**config.mk**
```make
export PLATFORM = sky130hd
export DESIGN_NAME = cve2_mem_arbiter
export DESIGN_NICKNAME = d
export VERILOG_FILES = /design/src/rtl/cve2_mem_arbiter.sv
export SDC_FILE = /design/constraint.sdc
export NUM_CORES = 1
export LEC_CHECK = 0
export CAP_MARGIN = 40
export CORE_AREA = 2 2 110 112
export CTS_CLUSTER_SIZE = 16
export DETAILED_ROUTE_END_ITERATION = 16
export DIE_AREA = 0 0 112 114
export PLACE_DENSITY = 0.64
export REMOVE_ABC_BUFFERS = 1
export SYNTH_ARGS = -nofsm -noshare
export SYNTH_HDL_FRONTEND = slang
export SYNTH_SLANG_ARGS = --single-unit
```
**constraint.sdc**
```tcl
create_clock -name clk_i -period 2.9 [get_ports clk_i]
set_clock_uncertainty 0.1 [all_clocks]
set_input_delay 0.29 -clock clk_i [delete_from_list [all_inputs] [get_ports clk_i]]
set_output_delay 0.29 -clock clk_i [all_outputs]
set_load 0.02 [all_outputs]
```
**src/rtl/cve2_mem_arbiter.sv**
```systemverilog
// Two-port (instruction/data) arbiter onto one shared memory port with in-order response routing.
// Optional build macro CVE2_MEM_ARB_RR_EN selects round-robin arbitration; default is fixed data-first priority.
module cve2_mem_arbiter #(
   parameter int unsigned MaxOutstanding = 2
) (
   input  logic        clk_i,
   input  logic        rst_ni,

   input  logic        instr_req_i,
   input  logic [31:0] instr_addr_i,
   output logic        instr_gnt_o,
   output logic        instr_rvalid_o,
   output logic        instr_err_o,
   output logic [31:0] instr_rdata_o,

   input  logic        data_req_i,
   input  logic        data_we_i,
   input  logic [3:0]  data_be_i,
   input  logic [31:0] data_addr_i,
   input  logic [31:0] data_wdata_i,
   output logic        data_gnt_o,
   output logic        data_rvalid_o,
   output logic        data_err_o,
   output logic [31:0] data_rdata_o,

   output logic        mem_req_o,
   output logic        mem_we_o,
   output logic [3:0]  mem_be_o,
   output logic [31:0] mem_addr_o,
   output logic [31:0] mem_wdata_o,
   input  logic        mem_gnt_i,
   input  logic        mem_rvalid_i,
   input  logic        mem_err_i,
   input  logic [31:0] mem_rdata_i
);

   typedef enum logic {
      OwnerInstr = 1'b0,
      OwnerData  = 1'b1
   } owner_e;

   logic [2:0] count_r;
   logic [1:0] wr_ptr_r;
   logic [1:0] rd_ptr_r;
   logic [3:0] fifo_r;
   logic       lock_r;
   owner_e     lock_owner_r;

   owner_e     owner_s;
   owner_e     head_s;
   logic       full_s;
   logic       any_req_s;
   logic       handshake_s;
   logic       pop_s;
   logic       lock_live_s;

`ifdef CVE2_MEM_ARB_RR_EN
   owner_e     rr_pref_r;
`endif

   function automatic logic [1:0] ptr_inc(input logic [1:0] ptr);
      if (ptr == 2'(MaxOutstanding - 1)) begin
         return 2'd0;
      end else begin
         return ptr + 2'd1;
      end
   endfunction

   // A pop in the same cycle deliberately does not lift full, keeping rvalid off the request path.
   assign full_s      = (count_r == 3'(MaxOutstanding));
   assign any_req_s   = instr_req_i | data_req_i;
   assign mem_req_o   = any_req_s & ~full_s;
   assign handshake_s = mem_req_o & mem_gnt_i;
   assign pop_s       = mem_rvalid_i & (count_r != 3'd0);
   assign head_s      = owner_e'(fifo_r[rd_ptr_r]);
   assign lock_live_s = lock_r & ((lock_owner_r == OwnerData) ? data_req_i : instr_req_i);

   // Owner selection: a pending ungranted request keeps its slot, otherwise arbitrate.
   always_comb begin
      owner_s = OwnerInstr;
      if (lock_live_s) begin
         owner_s = lock_owner_r;
      end else if (data_req_i && instr_req_i) begin
`ifdef CVE2_MEM_ARB_RR_EN
         owner_s = rr_pref_r;
`else
         owner_s = OwnerData;
`endif
      end else if (data_req_i) begin
         owner_s = OwnerData;
      end else begin
         owner_s = OwnerInstr;
      end
   end

   // Shared-port mux; instruction fetches are full-word reads.
   always_comb begin
      mem_we_o    = 1'b0;
      mem_be_o    = 4'hF;
      mem_addr_o  = instr_addr_i;
      mem_wdata_o = 32'h0000_0000;
      case (owner_s)
         OwnerData: begin
            mem_we_o    = data_we_i;
            mem_be_o    = data_be_i;
            mem_addr_o  = data_addr_i;
            mem_wdata_o = data_wdata_i;
         end
         OwnerInstr: begin
            mem_we_o    = 1'b0;
            mem_be_o    = 4'hF;
            mem_addr_o  = instr_addr_i;
            mem_wdata_o = 32'h0000_0000;
         end
         default: begin
            mem_we_o    = 1'b0;
            mem_be_o    = 4'hF;
            mem_addr_o  = instr_addr_i;
            mem_wdata_o = 32'h0000_0000;
         end
      endcase
   end

   assign instr_gnt_o    = handshake_s & (owner_s == OwnerInstr);
   assign data_gnt_o     = handshake_s & (owner_s == OwnerData);
   assign instr_rvalid_o = pop_s & (head_s == OwnerInstr);
   assign data_rvalid_o  = pop_s & (head_s == OwnerData);
   assign instr_err_o    = instr_rvalid_o & mem_err_i;
   assign data_err_o     = data_rvalid_o & mem_err_i;
   assign instr_rdata_o  = mem_rdata_i;
   assign data_rdata_o   = mem_rdata_i;

   // In-order owner FIFO tracking granted but unanswered transactions.
   always_ff @(posedge clk_i or negedge rst_ni) begin
      if (!rst_ni) begin
         count_r  <= 3'd0;
         wr_ptr_r <= 2'd0;
         rd_ptr_r <= 2'd0;
         fifo_r   <= 4'd0;
      end else begin
         if (handshake_s) begin
            fifo_r[wr_ptr_r] <= owner_s;
            wr_ptr_r         <= ptr_inc(wr_ptr_r);
         end
         if (pop_s) begin
            rd_ptr_r <= ptr_inc(rd_ptr_r);
         end
         case ({handshake_s, pop_s})
            2'b10:   count_r <= count_r + 3'd1;
            2'b01:   count_r <= count_r - 3'd1;
            default: count_r <= count_r;
         endcase
      end
   end

   // Lock holds the owner while a request waits for its grant.
   always_ff @(posedge clk_i or negedge rst_ni) begin
      if (!rst_ni) begin
         lock_r       <= 1'b0;
         lock_owner_r <= OwnerData;
      end else begin
         lock_r       <= mem_req_o & ~mem_gnt_i;
         lock_owner_r <= owner_s;
      end
   end

`ifdef CVE2_MEM_ARB_RR_EN
   // Round-robin pointer: the side just granted loses the next tie.
   always_ff @(posedge clk_i or negedge rst_ni) begin
      if (!rst_ni) begin
         rr_pref_r <= OwnerData;
      end else if (handshake_s) begin
         rr_pref_r <= (owner_s == OwnerData) ? OwnerInstr : OwnerData;
      end else begin
         rr_pref_r <= rr_pref_r;
      end
   end
`endif

endmodule

```
==> flow_summary.json <==
{
  "status": "completed",
  "ys_types": 34,
  "initialDrtViolationCount": 91,
  "worstPathMaxFanout": 18,
  "fin_nets": 459,
  "critPathMaxStageDelay_ns": 0.59,
  "critPathKind": "input pin to output pin",
  "placement.io_buffers": 183,
  "grt_overflow": 0,
  "p_per_area_nw_per_um2": 427,
  "whs_ns": 0.316,
  "cts_setup_buffers": 0,
  "clk_latency_ns": 0.24,
  "vias_per_cell": 4.25,
  "place_ws_ns": 0.134,
  "drc_errors": 0,
  "die_x_um": 112,
  "syn_area_per_cell_um2": 9.21,
  "syn_inst": 199,
  "fmax_mhz": 364,
  "synth_compound_area_share_pct": 3.28,
  "min_period_ns": 2.75,
  "rsz0062_at_grt": "false",
  "maxCapViolations": 0,
  "placed_cells": 459,
  "clock_tree.root_cell": "clkbuf_16",
  "io_pins": 280,
  "die_h_um": 114,
  "cp_cell_sequence": "clkdlybuf4s50_1 -> nand3b_4 -> nand2_4 -> buf_4 -> mux2_1 -> clkdlybuf4s50_1",
  "cp.arrival_ns": 2.36,
  "stdcell_count": 463,
  "area_growth_pct": 86.7,
  "antenna_left": 0,
  "slowest_stage": "clkdlybuf4s50_1",
  "cts_buffer_depth": 2,
  "muxShareOfSynthArea_pct": 23.3,
  "num_antenna_cells": 0,
  "start_kind": "input pin",
  "worst_ep_required_time_ns": 2.51,
  "synthesis.area_um2": 1830,
  "worstMarginPinSlew_ns": 0.571,
  "hold_viol_final": 0,
  "cts_resized": 0,
  "drive_gt1_share_pct": 6.01,
  "wl_per_cell_um": 27.6,
  "end_kind": "output pin",
  "antenna_found_initial": 0,
  "synthAdderAreaFrac_pct": 1.77,
  "leakage_uw": 0.00139,
  "h-tree-depth": 1,
  "post-route-period-util_pct": 94.8,
  "place_hpwl_um": 11400,
  "rows": 40,
  "cts.sinks": 13,
  "yosys_register_bits": 13,
  "synth_top_family_by_area": "buffers and inverters",
  "gp_congestion": 0.944,
  "yosysWarnings": 0,
  "cts_tree": "built",
  "grt_util_all_layers_pct": 19.3,
  "wirelength_um": 12800,
  "setup_ws_ns": 0.152,
  "coreArea_um2": 11700,
  "die_area_um2": 12800,
  "grt_max_degree": 34,
  "first_pass_iters": 4,
  "vias": 1970,
  "synth-xor-area-share_pct": 2.39,
  "hp-class": "input pin to async pin",
  "ys_seq_area_share_pct": 17.8,
  "postLayoutCoreUtil_pct": 29.2,
  "slew_headroom_pct": 61.8,
  "setup_viol": 0,
  "start_util_pct": 15.7,
  "ir_drop_uv": 168,
  "clkSlewWorstSetupHoldPaths_ns": 0.04,
  "grt_pass1_wl_um": 17000,
  "fillCellCount": 1264,
  "synthSimpleGateAreaFrac_pct": 20.1,
  "ctsHoldBuffers": 0,
  "cts_buffers": 3,
  "critPathMostFrequentCell": "clkdlybuf4s50_1",
  "fin_tns_setup_ns": 0,
  "first_global_vias": 2115,
  "slew_viol_final": 0
}
[final timing paths]
| path | end | depth (start not counted) | startpoint | slack [ns] |
|---|---|---|---|---|
| min in group clk_i | fifo_r[1]$_DFFE_PN0P_ | 1 | fifo_r[1]$_DFFE_PN0P_ | 0.39 |
| setup reg to reg | count_r[2]$_DFFE_PN0P_ | 8 | count_r[2]$_DFFE_PN0P_ | 0.55 |
| setup / recovery | mem_addr_o[25] | 6 | instr_req_i | 0.15 |
| hold / removal | fifo_r[1]$_DFFE_PN0P_ | 1 | rst_ni | 0.32 |
| hold reg to reg | fifo_r[1]$_DFFE_PN0P_ | 1 | fifo_r[1]$_DFFE_PN0P_ | 0.39 |
| max in group asynchronous | count_r[0]$_DFFE_PN0P_ | 1 | rst_ni | 2.01 |
[layout by cell type (no fill, tap or decap), types with 2 or more instances in the layout]
| cell type | count |
|---|---|
| and3_1 | 34 |
| buf_4 | 4 |
| clkbuf_16 | 3 |
| clkdlybuf4s50_1 | 183 |
| dfrtp_1 | 12 |
| inv_1 | 4 |
| mux2_1 | 33 |
| mux2_2 | 2 |
| nand2_1 | 2 |
| nand2b_1 | 4 |
| nor2_1 | 6 |
| nor4_1 | 2 |
| xnor2_1 | 2 |
| xor2_1 | 3 |
[routing by layer]
metal  GRT usage, %  routed length, um  vias up
met5           4.31                 59        -
met4           2.60                 99        2
met3           18.1               2690        8
met2           30.0               5500      206
met1           19.4               4430      908
li1               -                  -      846
[stage by stage]
| step | power [uW] | cell area [um2] |
|---|---|---|
| floorplan | 748 | 1280 |
| global placement | 1190 | 3340 |
| detailed placement | 1210 | 3340 |
| CTS | 1480 | 3420 |
| global route | 1560 | 3420 |
| finish | 1460 | 3420 |
[state kept, by name (all words and copies together) (netlist names)]
name	cells
lock_r	1
fifo_r	4
lock_owner_r	1
count_r	3
rd_ptr_r	2
wr_ptr_r	2
[report_power, final]
part | internal, uW | switching (uW) | total, uW
clock network | 185 | 73.0 | 258
logic | 486 | 399 | 885
registers | 254 | 64.8 | 318
[area by class of cell]
type,instances,area (um2),area share [%]
timing repair buffer,188,1880,55.0
multi-input combinational,106,932,27.2
sequential,13,327,9.54
tap,147,184,5.37
clock buffer,4,78.8,2.30
inverter,5,18.8,0.548
[kinds of logic (layout without fill, tap and decap cells)]
kind of cell | Yosys count | after routing
AO/OA/AOI/OAI | 6 | 6
XOR/XNOR | 5 | 5
adder cells (fa/ha/maj) | 2 | 2
buffers and inverters | 80 | 197
flip-flops | 13 | 13
multiplexers | 37 | 37
AND/OR/NAND/NOR | 56 | 56
[worst max-delay path: cells and delay by family]
family                 cells  cell delay [ns]
buffers and inverters      3             1.44
AND/OR/NAND/NOR            2             0.20
multiplexers               1             0.41
[Yosys cell counts (all sizes together)]
| cell | number | area, um2 |
|---|---|---|
| and3 | 34 | 213 |
| nor4b | 1 | 15.0 |
| buf | 69 | 533 |
| nor2 | 6 | 22.5 |
| a21boi | 1 | 7.51 |
| o31ai | 2 | 28.8 |
| mux4 | 1 | 22.5 |
| nor4 | 2 | 12.5 |
| nor2b | 1 | 6.26 |
| or2 | 1 | 6.26 |
| nand3b | 1 | 20.0 |
| mux2 | 35 | 394 |
| inv | 5 | 18.8 |
| o31a | 1 | 8.76 |
| xor2 | 3 | 26.3 |
| ha | 1 | 12.5 |
| nor3b | 1 | 18.8 |
| dfrtp | 12 | 300 |
| a31oi | 1 | 6.26 |
| nor3 | 1 | 5.00 |
| clkbuf | 6 | 22.5 |
| nand2b | 4 | 25.0 |
| and2 | 1 | 6.26 |
| fa | 1 | 20.0 |
| xnor2 | 2 | 17.5 |
| mux2i | 1 | 10.0 |
| dfstp | 1 | 26.3 |
| o21ai | 1 | 8.76 |
| nand2 | 3 | 18.8 |
Power figures use the tool's default switching activity.
